<file path="config.mk">
export PLATFORM = sky130hd
export DESIGN_NAME = wishbone_arbiter_2m
export DESIGN_NICKNAME = d
export VERILOG_FILES = /design/src/rtl/wishbone_arbiter_2m.sv
export SDC_FILE = /design/constraint.sdc
export NUM_CORES = 1
export LEC_CHECK = 0
export ABC_CLOCK_PERIOD_IN_PS = 1800
export CORE_AREA = 2 2 120 122
export DETAILED_ROUTE_END_ITERATION = 8
export DIE_AREA = 0 0 122 124
export PLACE_DENSITY = 0.64
export SLEW_MARGIN = 20
export SYNTH_ARGS = -nofsm -noshare
export SYNTH_HDL_FRONTEND = slang
export SYNTH_SLANG_ARGS = --single-unit
</file>
<file path="constraint.sdc">
create_clock -name clk_i -period 1.8 [get_ports clk_i]
set_input_delay 0.36 -clock clk_i [delete_from_list [all_inputs] [get_ports clk_i]]
set_output_delay 0.36 -clock clk_i [all_outputs]
set_load 0.01 [all_outputs]
</file>
<file path="src/rtl/wishbone_arbiter_2m.sv">
// Two-master Wishbone arbiter: round-robin grant held for the whole cycle,
// with a hung-slave watchdog that aborts the cycle with err after TIMEOUT stalled cycles.
module wishbone_arbiter_2m #(
   parameter int TIMEOUT = 16,
   parameter int CNT_W   = 8
) (
   input  logic        clk_i,
   input  logic        rst_i,
   input  logic [31:0] m0_addr_i,
   input  logic        m0_we_i,
   input  logic [31:0] m0_data_i,
   input  logic        m0_cyc_i,
   input  logic        m0_stb_i,
   output logic [31:0] m0_data_o,
   output logic        m0_ack_o,
   output logic        m0_err_o,
   input  logic [31:0] m1_addr_i,
   input  logic        m1_we_i,
   input  logic [31:0] m1_data_i,
   input  logic        m1_cyc_i,
   input  logic        m1_stb_i,
   output logic [31:0] m1_data_o,
   output logic        m1_ack_o,
   output logic        m1_err_o,
   output logic [31:0] s_addr_o,
   output logic        s_we_o,
   output logic [31:0] s_data_o,
   output logic        s_cyc_o,
   output logic        s_stb_o,
   input  logic [31:0] s_data_i,
   input  logic        s_ack_i,
   output logic [1:0]  gnt_o,
   output logic        timeout_o
);

   typedef enum logic [1:0] {ST_IDLE, ST_BUSY, ST_ERR} state_t;

   localparam logic [CNT_W-1:0] LP_CNT_LAST = CNT_W'(TIMEOUT - 1);

   state_t            r_state, w_state_nxt;
   logic              r_owner, w_owner_nxt;
   logic              r_last, w_last_nxt;
   logic [CNT_W-1:0]  r_cnt, w_cnt_nxt;
   logic [1:0]        r_gnt, w_gnt_nxt;
   logic              w_req0, w_req1, w_own_cyc;

   assign w_req0    = m0_cyc_i & m0_stb_i;
   assign w_req1    = m1_cyc_i & m1_stb_i;
   assign w_own_cyc = r_owner ? m1_cyc_i : m0_cyc_i;

   always_ff @(posedge clk_i) begin
      if (rst_i) begin
         r_state <= ST_IDLE;
         r_owner <= 1'b0;
         r_last  <= 1'b1;
         r_cnt   <= '0;
         r_gnt   <= 2'b00;
      end else begin
         r_state <= w_state_nxt;
         r_owner <= w_owner_nxt;
         r_last  <= w_last_nxt;
         r_cnt   <= w_cnt_nxt;
         r_gnt   <= w_gnt_nxt;
      end
   end

   always_comb begin
      w_state_nxt = r_state;
      w_owner_nxt = r_owner;
      w_last_nxt  = r_last;
      w_cnt_nxt   = r_cnt;
      case (r_state)
         ST_IDLE: begin
            w_cnt_nxt = '0;
            if (w_req0 && w_req1) begin
               w_owner_nxt = ~r_last;
               w_state_nxt = ST_BUSY;
            end else if (w_req0 || w_req1) begin
               w_owner_nxt = w_req1;
               w_state_nxt = ST_BUSY;
            end
         end
         ST_BUSY: begin
            // Release by the owner wins over a watchdog expiry on the same edge.
            if (!w_own_cyc) begin
               w_state_nxt = ST_IDLE;
               w_last_nxt  = r_owner;
            end else if (s_ack_i) begin
               w_cnt_nxt = '0;
            end else if (r_cnt == LP_CNT_LAST) begin
               w_state_nxt = ST_ERR;
            end else begin
               w_cnt_nxt = r_cnt + 1'b1;
            end
         end
         ST_ERR: begin
            if (!w_own_cyc) begin
               w_state_nxt = ST_IDLE;
               w_last_nxt  = r_owner;
            end
         end
         default: w_state_nxt = ST_IDLE;
      endcase
      w_gnt_nxt = (w_state_nxt == ST_IDLE) ? 2'b00 : (w_owner_nxt ? 2'b10 : 2'b01);
   end

   always_comb begin
      s_addr_o  = '0;
      s_we_o    = 1'b0;
      s_data_o  = '0;
      s_cyc_o   = 1'b0;
      s_stb_o   = 1'b0;
      m0_data_o = '0;
      m0_ack_o  = 1'b0;
      m0_err_o  = 1'b0;
      m1_data_o = '0;
      m1_ack_o  = 1'b0;
      m1_err_o  = 1'b0;
      if (r_state == ST_BUSY) begin
         s_addr_o = r_owner ? m1_addr_i : m0_addr_i;
         s_we_o   = r_owner ? m1_we_i   : m0_we_i;
         s_data_o = r_owner ? m1_data_i : m0_data_i;
         s_cyc_o  = w_own_cyc;
         s_stb_o  = r_owner ? m1_stb_i  : m0_stb_i;
         if (r_owner) begin
            m1_data_o = s_data_i;
            m1_ack_o  = s_ack_i;
         end else begin
            m0_data_o = s_data_i;
            m0_ack_o  = s_ack_i;
         end
      end else if (r_state == ST_ERR) begin
         m0_err_o = ~r_owner;
         m1_err_o = r_owner;
      end
   end

   assign gnt_o     = r_gnt;
   assign timeout_o = (r_state == ST_ERR);

endmodule

</file>
==> results.md, run 1 <==
- The run finished, with violations left.
- The final reports fail on negative setup slack.
- Among the stages of the critical path, the cell type that occurs most often is sky130_fd_sc_hd__buf_12.
- Entering global routing, the biggest net connects 18 pins.
- The class of the tightest hold or removal check is reg -> reg.
- The first detailed-routing pass took 4 iterations.
- The initial antenna violation count is 0.
- After synthesis, the netlist uses 43 different library cells.
- The proportion of synthesized area in mux cells is 28.3%.
- The post-synthesis register bit count is 14.
- The via count of the routed design is 3874.
- The die outline height is 124 µm.
- After detailed routing, the average wire length per cell comes to 19.0 µm.
- VDD sags by at most 328 µV.
- The final cell area excluding filler cells is 7000 µm².
- The max-capacitance violation count is 0.
- The standard-cell row count is 43.
- The first routing iteration left 121 violations.
- In this run the deepest clock path goes through 2 buffers.
- The depth of the worst hold-timing path is 2.
- The synthesized netlist devotes 2.58% of its cell area to adder and majority cells.
- The final hold violation count is 0.
- The detail route stage leaves a number of antenna-violating nets equal to 0.
- The clock net in this run drives a total of 14 sinks.
- Of all flip-flops after synthesis, the portion carrying an async set or reset was 0%.
- The category of the worst setup path launch point is a register.
- The clock-pin transition on the worst setup and hold timing paths is 0.05 ns.
- Hold repair after CTS inserted 0 buffers.
- Including well taps, the total number of placed cells is 823.
- Global routing finished with a remaining overflow of 0.
- The root buffer cell chosen for the clock tree is sky130_fd_sc_hd__clkbuf_16.
- The area growth from synthesis to layout is 189%.
- The worst register-to-register path has a depth of 8.
- The via count of the first global-routing pass came to 3819.
- The highest attainable clock frequency is 518 MHz.
- The clock insertion delay at the later pin of the skew report is 0.25 ns.
- After synthesis, the mean cell area works out to 7.61 µm².
- The die covers 15100 µm².
- The startpoint identified for the worst hold timing path is r_cnt[1].
- The initial utilization of the core area, before any placement, comes to 17.6%.
- The core footprint is 13700 µm².
- In the global route stage, overall resource usage came out at 19.3%.
- The slowest stage of the critical path belongs to the cell sky130_fd_sc_hd__dfxtp_4.
- Traced cell by cell, the critical path runs through buf_12 -> buf_12 -> buf_16 -> buf_8 -> mux2i_4 -> nor2b_1 -> buf_2.
- The Yosys step of the flow raised 0 warnings.
- The relative slew slack is 71.9%.
- On the worst path, the slowest cell contributes a delay of 0.35 ns.
- The part of the cycle the worst path needs is 107%.
- The overall power of the completed layout is 2.74 mW.
- In this run the worst path has a maximum fanout of 5.
- Setup violations remaining at the end of the flow were counted as 100.
- For flop-to-flop paths, the worst setup slack is 0.03 ns.
- The simple-gate area share of the yosys netlist is 42.8%.
- The count of antenna diodes in the layout is 0.
- The number of cells produced by synthesis is 318.
- The fraction of synthesized cell area in xor and xnor cells is 0.724%.
- The post-detailed-route DRC marker count is 0.
- The utilization of the core after routing is 51.0%.
- The prevailing post-synth register cell is sky130_fd_sc_hd__dfxtp_1.
- By area, the combinational part of the netlist is dominated by simple AND/OR/NAND/NOR gates.
- The non-filler instance count after layout is 868.
- The path with the worst hold slack has its endpoint at r_cnt[1].
- After layout, the minimum clock period comes to 1.93 ns.
- The number of I/O pins is 307.
- The wire length after detailed routing is 16.5 mm.
- The fill cell instance count of the final layout is 1291.
- The average via count per standard cell is 4.46.
- The ratio of cells with drive above 1 in the final layout is 47.4%.
- The worst hold slack is 0.481 ns.
- Data arrives at the worst endpoint at 1.57 ns.
- From left edge to right edge, the die measures 122 µm.
- The congestion estimate from routability-driven global placement came to 0.839.
- After synthesis, flip-flops and latches occupy 11.6% of the total area.
- Between clock sinks in the finished design, the worst skew comes to 0.00291 ns.
- The worst setup margin is -0.130 ns.
- The global-route wire length before repair is 22.5 mm.
- The max-slew violation total from the final report is 0.
- Before CTS, the worst setup slack after placement is -0.350 ns.
- The worst register-to-register path begins at r_state[1].
- The net count of the finished layout is 863.
- The sort of element at the end of the critical path is an output pin.
- Setup repair after global routing could not meet its margin everywhere.
- The critical path in this run is classified as reg -> out.
- The total number of H-tree levels is 1.
- At the pin with the least slew margin, the transition time is 0.417 ns.
- In this run the tool buffered the top-level ports with 306 buffer cells.
- For the final routed database, the setup TNS stands at -5.14 ns.
- The mapped netlist covers 2420 µm².
- The complex-gate fraction of the synthesized area is 8.42%.
- STA puts the critical path data required time at 1.44 ns.
- The end of the worst register-to-register path is r_cnt[7].
- TritonCTS built the clock tree.
- The CTS buffer count is 3.
- Once placement finished, the instance area stood at 6030 µm².
- In this run the static leakage power is 3.12 nW.
- When the netlist entered floorplanning its net count stood at 492.
- The half-perimeter wire length after detailed placement is 11.6 mm.
- The number of enable-type register cells in the synthesized netlist is 0.
- For this design the ratio of total power to cell area is 392 nW/µm².
worst max-delay path by stage:
stage	slack (ns)	from	to	cells after the start
final	-0.13	r_owner	s_data_o[30]	7
after global routing	-0.19	r_owner	s_data_o[30]	7
after CTS	-0.15	r_state[1]	s_data_o[11]	8
after detailed placement	-0.35	s_ack_i	gnt_o[1]	6
after global placement	-0.36	m1_addr_i[22]	s_addr_o[22]	5
after floorplan	0.03	r_state[1]	m0_err_o	6
power by group:
group | internal (mW) | total, mW | switching (mW)
clock | 0.337 | 0.472 | 0.135
sequential | 0.326 | 0.337 | 0.0109
combinational | 1.19 | 1.94 | 0.743
critical path: cells and delay by family, from the launching register on:
kind                   cells  cell delay, ns
flip-flops                 1            0.35
multiplexers               1            0.18
buffers and inverters      5            0.67
AND/OR/NAND/NOR            1            0.13
cell usage in the layout (no fill, tap or decap), drive strengths merged, types with 8 or more instances in the layout:
| master | instances |
|---|---|
| buf | 214 |
| clkdlybuf4s50 | 168 |
| nor2b | 68 |
| mux2i | 67 |
| and2 | 35 |
| and3 | 34 |
| dfxtp | 14 |
| clkbuf | 11 |
| nand2 | 9 |
| a21oi | 9 |
| nor2 | 8 |
registers in the layout, indices dropped and copies added, names as in the netlist:
signal   cells
r_last       1
r_owner      1
gnt_o        2
r_state      2
r_cnt        8
logic make-up (layout without fill, tap and decap cells):
| kind of cell | Yosys count | count (layout) |
|---|---|---|
| and+or+nand+nor | 169 | 169 |
| muxes | 68 | 68 |
| buffers and inverters | 32 | 402 |
| DFF | 14 | 14 |
| xor gates and xnor gates | 2 | 2 |
| adders and majority gates | 5 | 5 |
| AOI/OAI and AO/OA | 28 | 28 |
per-layer routing:
metal	wire length, µm	GRT usage (%)	part of all wire (%)
met1	6740	24.4	41
met2	8470	34.5	51
met3	1040	3.11	6.3
met4	282	4.09	1.7
met5	0	0	0
synth_stat cells, drive strengths merged, types with 2 or more instances:
cell type | count | share of area [%]
nor2 | 8 | 1.2
ha | 5 | 2.6
dfxtp | 14 | 12
clkbuf | 20 | 3.1
nand2 | 9 | 1.7
and3 | 34 | 8.8
a21oi | 9 | 1.9
xnor2 | 2 | 0.72
a31oi | 2 | 0.52
mux2i | 67 | 28
buf | 7 | 1.7
nand2b | 2 | 0.52
a41oi | 2 | 0.72
o21ai | 3 | 0.62
nand3 | 5 | 1.0
nor2b | 68 | 18
inv | 5 | 0.77
and2 | 35 | 9.0
what timing repair did:
item,CTS,global route
endpoints found under the setup margin,146,136
gates cloned,13,2
buffers inserted,29,11
resized for setup,617,148
pin swaps,8,24
layout make-up:
type | instances | area, µm² | area share, %
Timing Repair Buffer | 393 | 3890 | 55.5
Multi-Input combinational cell | 272 | 2490 | 35.6
Sequential cell | 14 | 287 | 4.09
Tap cell | 180 | 225 | 3.22
Clock buffer | 4 | 88.8 | 1.27
Inverter | 5 | 18.8 | 0.268
Note: power is estimated with default switching activity, not from simulation.
==> run 2, diff against run 1 <==
- RECOVER_POWER: default -> 25
==> run 2 against run 1 <==
- the run still ends with negative setup slack left
- count of clock-buffer cells in the layout unchanged
- routed wire length increased by 0.18%
- cell count unchanged
- sequential power about the same
- critical path depth unchanged
- design area about the same
- worst setup slack improved by 0.0015 ns
- combinational power about the same
==> results.md, run 2 (synthesis gave the netlist of run 1 again) <==
- The number of iterations in the first detailed-routing pass is 4 (unchanged).
- The via count of the routed design is 3862 (-0.31%).
- The fill cell instance count of the final layout is 1291 (unchanged).
- The average via count per standard cell is 4.45 (-0.31%).
- The final hold violation count is 0 (unchanged).
- The signal arrival time at the worst endpoint was 1.57 ns (about the same).
- The wire length after detailed routing is 16.6 mm (+0.18%).
- The number of I/O pins was 307 (unchanged).
- The aggregate global routing overflow came to 0 (unchanged).
- The final estimated routing congestion in global placement came to 0.839 (unchanged).
- Setup repair after global routing could not meet its margin everywhere.
- The standard cell with the maximum stage delay on the critical path is sky130_fd_sc_hd__dfxtp_4.
- The most used cell along the critical path is sky130_fd_sc_hd__buf_12.
- The static leakage is 3.12 nW (+0.13%).
- The CTS buffer count came to 3 (unchanged).
- The final total negative setup slack is -6.42 ns (-1.28 ns).
- On the critical path the largest part of the delay comes from buffers and inverters.
- The part of the cycle the worst path needs is 107% (about the same).
- Traced cell by cell, the critical path runs through buf_12 -> buf_12 -> buf_16 -> buf_8 -> mux2i_4 -> nor2b_1 -> buf_2.
- The count of port buffers added during placement was 306 (unchanged).
- The die outline height is 124 µm (unchanged).
- In this run the worst hold path is classified as reg -> reg.
- The register with the most flip-flops is r_cnt.
- The starting DRC count in detailed routing is 105 (-13%).
- The max-slew violation total from the final report is 0 (unchanged).
- The number of nets in the layout is 863 (unchanged).
- The highest ir drop seen on vdd is 328 µV (about the same).
- The core footprint is 13700 µm² (unchanged).
- The portion of total power attributed to combinational logic was 70.6% (about the same).
- The overall routing resource usage is 19.3% (unchanged).
- The total power divided by cell area is 392 nW/µm² (about the same).
- The standard-cell row count was 43 (unchanged).
- The category of the worst setup path launch point is a register.
- The largest net degree at the start of global routing is 18 (unchanged).
- The sort of element at the end of the critical path is an output pin.
- The flip-flop count of the largest register, all copies and words added was 8 (unchanged).
- The relative slew slack was 72.1% (+0.18 points).
- Leaving out fill and tap cells, the most frequent cell in the layout is sky130_fd_sc_hd__clkdlybuf4s50_1.
- The ratio of cells with drive above 1 in the final layout is 47.1% (-0.29 points).
- The die footprint came to 15100 µm² (unchanged).
- The utilization of the core after routing is 51.0% (about the same).
- The clock insertion delay at the later pin of the skew report was 0.24 ns (about the same).
- The post-detailed-route DRC marker count is 0 (unchanged).
- The proportion of power drawn by flip-flops and latches was 12.3% (about the same).
- The number of setup violations in the final report was 100 (unchanged).
- The highest attainable clock frequency is 519 MHz (about the same).
- The combined flip-flop and latch cell area is 285 µm² (-0.44%).
- The actual slew at the worst max-slew pin came to 0.414 ns (-0.00265 ns).
- The initial standard-cell utilization of the core is 17.6% (unchanged).
- By startpoint and endpoint, the worst setup path is classified as reg -> out.
- The count of antenna diodes in the layout was 0 (unchanged).
- The instance area at placement is 6030 µm² (unchanged).
- The detailed-route wire length per cell was 19.1 µm (+0.18%).
- The antenna violation net count after detailed routing was 0 (unchanged).
- The max-capacitance violation count is 0 (unchanged).
- Leaving out fill and tap cells, the most frequent cells in the layout are 166 x sky130_fd_sc_hd__clkdlybuf4s50_1, 76 x sky130_fd_sc_hd__buf_2, 70 x sky130_fd_sc_hd__buf_6.
- The largest fanout of any net on the critical path was 5 (unchanged).
- The area growth from synthesis to layout is 189% (about the same).
- The clock-pin transition on the worst setup and hold timing paths is 0.05 ns (about the same).
- The flow ran to the end, but the final reports show violations.
- The global-route wire length before repair is 22.5 mm (unchanged).
- The CTS sink count came to 14 (unchanged).
- The net switching power of the design is 0.887 mW (-0.18%).
- The master cell of the clock root buffer is sky130_fd_sc_hd__clkbuf_16.
- The overall power of the completed layout is 2.74 mW (-0.15%).
- The checks that failed: negative setup slack.
- The initial antenna violation count is 0 (unchanged).
- The die width is 122 µm (unchanged).
- The total buffers and inverters traversed by the critical path came to 5 (unchanged).
- The via count of the first global-routing pass is 3819 (unchanged).
- The number of buffers between clock root and the deepest sink is 2 (unchanged).
- The relative contribution of the clock network to total power is 17.2% (about the same).
- The area of the multi-input gates is 2490 µm² (-0.20%).
- TritonCTS built the clock tree.
- The internal power component is 1.85 mW (-0.14%).
- The required arrival time at the worst endpoint is 1.44 ns (about the same).
- The switching share of total power is 32.4% (about the same).
- The final cell area excluding filler cells is 6990 µm² (about the same).
- The quantity of hold-fixing buffers added after cts is 0 (unchanged).
- The post-route clock skew is 0.00208 ns (-0.000835 ns).
- The worst hold slack is 0.481 ns (+0.000526 ns).
- The shortest period the worst path allows is 1.93 ns (-0.00151 ns).
- The largest incremental delay on the critical path was 0.35 ns (about the same).
- The worst setup margin is -0.128 ns (+0.00151 ns).
- The total number of H-tree levels is 1 (unchanged).
- The half-perimeter wire length after detailed placement came to 11.6 mm (unchanged).
## run 2: per-stage QoR
stage / instances / worst slack (ns)
global placement: 823 / -0.355
finish: 868 / -0.128
global route: 868 / -0.190
detailed placement: 823 / -0.350
floorplan: 318 / 0.0280
CTS: 866 / -0.151
## run 2: metal layers
layer  vias up  track usage (%)  part of all wire, %
li1       1856                -                    -
met1      1855             24.4                   41
met2       133             34.5                   51
met3        18             3.11                  6.0
met4         0             4.09                  1.6
met5         -                0                    0
## run 2: power groups by stage
stage | combinational, mW | clock [mW] | sequential (mW)
floorplan | 0.530 | 0 | 0.342
global placement | 1.47 | 0 | 0.350
detailed placement | 1.49 | 0 | 0.349
CTS | 1.76 | 0.472 | 0.336
global route | 2.04 | 0.489 | 0.338
finish | 1.93 | 0.470 | 0.336
## run 2: final timing paths
| kind | start | end | slack, ns | depth (start not counted) |
|---|---|---|---|---|
| max | r_owner | s_data_o[30] | -0.13 | 7 |
| min | r_cnt[1] | r_cnt[1] | 0.48 | 2 |
| max reg2reg | r_state[1] | r_cnt[7] | 0.01 | 8 |
| min reg2reg | r_cnt[1] | r_cnt[1] | 0.48 | 2 |
## run 2: area by class of cell
class                   instances  area share [%]
multi-input cells             272            35.6
well taps                     180            3.22
clock buffers                   4            1.27
inverters                       5           0.268
repair buffers                393            55.6
flip-flops and latches         14            4.08
## run 2: what timing repair did
action                     CTS  global route
hold endpoints to repair     0             0
gates resized for setup    617           148
pin swaps                    8            24
buffers inserted            29            11
cloned                      13             2
setup endpoints to repair  146           136
## run 2: worst register-to-register path, stage by stage, from the launching register on
cell and delay (ns):
sky130_fd_sc_hd__dfxtp_1 0.35, sky130_fd_sc_hd__inv_2 0.06, sky130_fd_sc_hd__ha_4 0.18, sky130_fd_sc_hd__bufbuf_16 0.29, sky130_fd_sc_hd__nor2b_4 0.20, sky130_fd_sc_hd__nand4_1 0.17
sky130_fd_sc_hd__o21ai_4 0.13, sky130_fd_sc_hd__a31oi_1 0.11, sky130_fd_sc_hd__a41o_1 0.20
==> run 3, diff against run 2 <==
- ABC_AREA: default -> 1
- CORE_AREA: 2 2 120 122 -> 2 2 119 121
- DIE_AREA: 0 0 122 124 -> 0 0 121 123
- PLACE_DENSITY: 0.64 -> 0.63
==> run 3 against run 2 <==
- the run still ends with negative setup slack left
- synthesized area fell by 10%
- cell count up 8.9%
- highest routed layer unchanged
- critical path type unchanged
- synthesized cell count grew 39%
==> results.md, run 3 <==
- The register with the most flip-flops is r_cnt.
- The sequential cell area fraction in the yosys report is 12.9% (+1.3 points).
- The met1 routed wirelength after detailed routing came to 5.32 mm (-22%).
- The static leakage is 2.78 nW (-11%).
- The fill cell instance count of the final layout is 1495 (+16%).
- The half-perimeter wire length after detailed placement is 10.1 mm (-13%).
- The standard-cell row count is 43 (unchanged).
- The post-synthesis area per instance is 4.92 µm² (-35%).
- The total number of H-tree levels is 1 (unchanged).
- The reg-to-reg setup timing slack is 0.09 ns (+0.08 ns).
- The highest attainable clock frequency is 550 MHz (+6.0%).
- The final hold violation count came to 0 (unchanged).
- The quantity of hold-fixing buffers added after cts is 0 (unchanged).
- The number of cells produced by synthesis is 443 (+39%).
- The initial antenna violation count is 0 (unchanged).
- The start point of the worst hold path is r_cnt[6].
- The depth of the worst hold-timing path is 2 (unchanged).
- The total buffers and inverters traversed by the critical path is 4 (-1).
- The combined flip-flop and latch cell area was 284 µm² (-0.44%).
- The post-route clock skew is 0.000864 ns (-0.00121 ns).
- The flip-flop count of the largest register, all copies and words added is 8 (unchanged).
- The number of I/O pins came to 307 (unchanged).
- Traced cell by cell, the critical path runs through inv_2 -> ha_4 -> inv_4 -> clkbuf_16 -> a21oi_1 -> dlygate4sd2_1.
- The largest incremental delay on the critical path is 0.31 ns (-0.04 ns).
- The largest fanout of any net on the critical path is 17 (+12).
- The ratio of cells with drive above 1 in the final layout is 25.0% (-22 points).
- The aggregate global routing overflow is 0 (unchanged).
- The worst setup margin was -0.0195 ns (+0.109 ns).
- Setup repair after global routing could not meet its margin everywhere.
- The part of the cycle the worst path needs is 101% (-6.0 points).
- Ranked by total cell area, the synthesized netlist is headed by sky130_fd_sc_hd__nand2_1 27%, sky130_fd_sc_hd__a21oi_1 16%, sky130_fd_sc_hd__nor2_1 15%.
- The number of nets in the synthesized netlist is 617 (+25%).
- The required arrival time at the worst endpoint is 1.44 ns (about the same).
- The core footprint is 13600 µm² (-0.78%).
- The standard cell with the maximum stage delay on the critical path is sky130_fd_sc_hd__dfxtp_2.
- The final estimated routing congestion in global placement is 0.766 (-8.8%).
- The largest net degree at the start of global routing is 43 (+25).
- The kind of critical path is reg -> out.
- The number of buffers between clock root and the deepest sink is 2 (unchanged).
- The initial standard-cell utilization of the core is 16.0% (-1.6 points).
- The detailed-route wire length per cell came to 13.6 µm (-29%).
- The wire length after detailed routing is 12.8 mm (-23%).
- The worst setup slack after placement came to -0.323 ns (+0.0267 ns).
- The post-detailed-route DRC marker count was 0 (unchanged).
- The share of the synthesized area in the top cell type came to 27.4% (-0.30 points).
- The signal arrival time at the worst endpoint is 1.46 ns (-0.11 ns).
- The CTS buffer count is 3 (unchanged).
- The final reports fail on negative setup slack.
- Relative to the synthesized area, the layout overhead comes to 153%.
- The master cell of the clock root buffer is sky130_fd_sc_hd__clkbuf_16.
- The cell depth of the worst setup path was 6 (-1).
- The complex-gate fraction of the synthesized area is 20.1% (+12 points).
- The total met2 wirelength after detailed routing is 6.15 mm (-28%).
- The post-synthesis register bit count is 14 (unchanged).
- The number of nets in the layout is 941 (+9.0%).
- The die width came to 121 µm (-0.82%).
- The number of enable-type register cells in the synthesized netlist came to 0 (unchanged).
- The die outline height is 123 µm (-0.81%).
- The highest ir drop seen on vdd is 270 µV (-18%).
- The proportion of synthesized area in mux cells is 0% (-28 points).
- The global-route wire length before repair is 17.9 mm (-20%).
- The largest area contributor in the netlist is sky130_fd_sc_hd__nand2_1.
- The actual slew at the worst max-slew pin is 0.313 ns (-0.101 ns).
- The area of the multi-input gates is 1650 µm² (-34%).
- The via count of the routed design came to 3794 (-1.8%).
- The fraction of synthesized cell area in xor and xnor cells is 1.61% (+0.88 points).
- The simple-gate area share of the yosys netlist is 48.3% (+5.5 points).
- The uppermost signal routing layer after detailed routing is met4.
- The endpoint identified for the worst register-to-register timing path is r_cnt[1].
- The count of synthesis-stage warnings from yosys is 0 (unchanged).
- The overall routing resource usage is 14.8% (-4.5 points).
- The combinational family with the most area after synthesis is simple AND/OR/NAND/NOR gates.
- The max-capacitance violation count is 0 (unchanged).
- The final cell area excluding filler cells is 5520 µm² (-21%).
- The end point of the most critical hold path is r_cnt[6].
- The number of setup violations in the final report is 6 (-94%).
- The leading cell type in the layout, fill and taps excluded is sky130_fd_sc_hd__clkdlybuf4s50_1.
- The via count of the first global-routing pass was 3528 (-7.6%).
- The count of different cell masters after synthesis is 28 (-35%).
- The worst setup path is launched from a register.
- The library cells used most frequently in the layout, excluding fill and tap cells, are 168 x sky130_fd_sc_hd__clkdlybuf4s50_1, 159 x sky130_fd_sc_hd__nand2_1, 78 x sky130_fd_sc_hd__nor2_1.
- The instance area at placement is 5690 µm² (-5.8%).
- The relative slew slack came to 79.1% (+7.0 points).
- The prevailing post-synth register cell is sky130_fd_sc_hd__dfxtp_1.
- The average via count per standard cell is 4.01 (-9.8%).
- The count of port buffers added during placement was 306 (unchanged).
- The die footprint is 14900 µm² (-1.6%).
- The class of the tightest hold or removal check is reg -> reg.
- The CTS sink count was 14 (unchanged).
- The largest delay contributor family on the critical path is buffers and inverters.
- The max-slew violation total from the final report is 0 (unchanged).
- The reg-to-reg critical path startpoint is r_state[0].
- The clock insertion delay at the later pin of the skew report is 0.24 ns (about the same).
- The TritonCTS clock tree is built.
- The clock-pin transition on the worst setup and hold timing paths is 0.05 ns (about the same).
- The total power divided by cell area was 374 nW/µm² (-4.4%).
- The starting DRC count in detailed routing is 106 (+0.95%).
- Sorting the synthesized cells by how often they occur yields 159 x sky130_fd_sc_hd__nand2_1, 85 x sky130_fd_sc_hd__nor2_1, 71 x sky130_fd_sc_hd__a21oi_1.
- The worst setup path is captured at an output pin.
- The post-synthesis async set-or-reset flop share is 0% (unchanged).
- The post-synthesis adder-cell area fraction is 2.87% (+0.29 points).
- The met3 wirelength from detailed routing is 1.27 mm (+29%).
- The logic depth of the worst register-to-register path is 8 (unchanged).
- The number of iterations in the first detailed-routing pass is 4 (unchanged).
- The count of antenna diodes in the layout is 0 (unchanged).
- The flow ran to the end, but the final reports show violations.
- The antenna violation net count after detailed routing is 0 (unchanged).
- The most used standard cell by instance count after synthesis is sky130_fd_sc_hd__nand2_1.
- The cell area after synthesis is 2180 µm² (-10%).
- The shortest period the worst path allows is 1.82 ns (-0.109 ns).
==> run 3: changes by cell type after synthesis, moves of 6 or more <==
cell and change:
sky130_fd_sc_hd__nor2_1 +77, sky130_fd_sc_hd__mux2i_1 -67, sky130_fd_sc_hd__nor2b_1 -68, sky130_fd_sc_hd__clkbuf_1 -6
sky130_fd_sc_hd__nand2_1 +151, sky130_fd_sc_hd__and3_1 -34, sky130_fd_sc_hd__a21oi_1 +62, sky130_fd_sc_hd__and2_1 -35
sky130_fd_sc_hd__inv_1 +43
==> run 3: final cells by class <==
type                            count  area share (%)
Timing Repair Buffer              347            56.2
Multi-Input combinational cell    352            29.8
Sequential cell                    14            5.14
Tap cell                          180            4.08
Inverter                           49            3.42
Clock buffer                        3            1.36
==> run 3: logic make-up after synthesis <==
| logic type | Yosys count |
|---|---|
| and+or+nand+nor | 263 |
| AOI/OAI and AO/OA | 80 |
| buffers and inverters | 77 |
| DFF | 14 |
| adders and majority gates | 5 |
| xor gates and xnor gates | 4 |
==> run 3: worst max-delay path by stage <==
stage               startpoint             to  slack [ns]
global route        r_state[1]   s_data_o[11]       -0.08
detailed placement    m1_cyc_i        s_cyc_o       -0.32
finish              r_state[1]   s_data_o[23]       -0.02
floorplan           r_state[1]    s_addr_o[0]        0.12
CTS                 r_state[1]  m0_data_o[30]       -0.12
global placement      m1_cyc_i        s_cyc_o       -0.31
==> run 3: power by group <==
group          switching (mW)  internal (mW)  total (mW)
clock network           0.121          0.290       0.411
registers              0.0140          0.327       0.341
logic                   0.601          0.715        1.32
==> run 3: metal layers <==
layer	vias to the layer above	global-route usage, %
met5	-	0
met4	0	1.45
met3	4	3.74
met2	193	26.2
met1	1599	18.7
li1	1998	-
==> run 3: tightest hold or removal path: cells and delay by family, from the launching register on <==
kind,cells,cell delay (ns)
DFF,1,0.32
and+or+nand+nor,1,0.07
AOI/OAI and AO/OA,1,0.06
==> run 3: what timing repair did <==
item                       CTS  global route
gates resized for setup    386            72
setup buffers                2             1
pin swaps                    4             3
gates cloned                 1             2
setup endpoints to repair  136           109
==> run 3: through the flow <==
step | cells | power, mW | setup TNS (ns) | utilization [%] | hold WS, ns
global route | 945 | 2.20 | -2.66 | 40.6 | 0.525
global placement | 937 | 1.74 | -17.67 | 41.8 | 0.469
finish | 945 | 2.07 | -0.0772 | 40.6 | 0.495
detailed placement | 937 | 1.74 | -18.64 | 41.8 | 0.486
CTS | 943 | 2.09 | -1.27 | 41.5 | 0.496
floorplan | 443 | 0.838 | 0 | - | 0.429
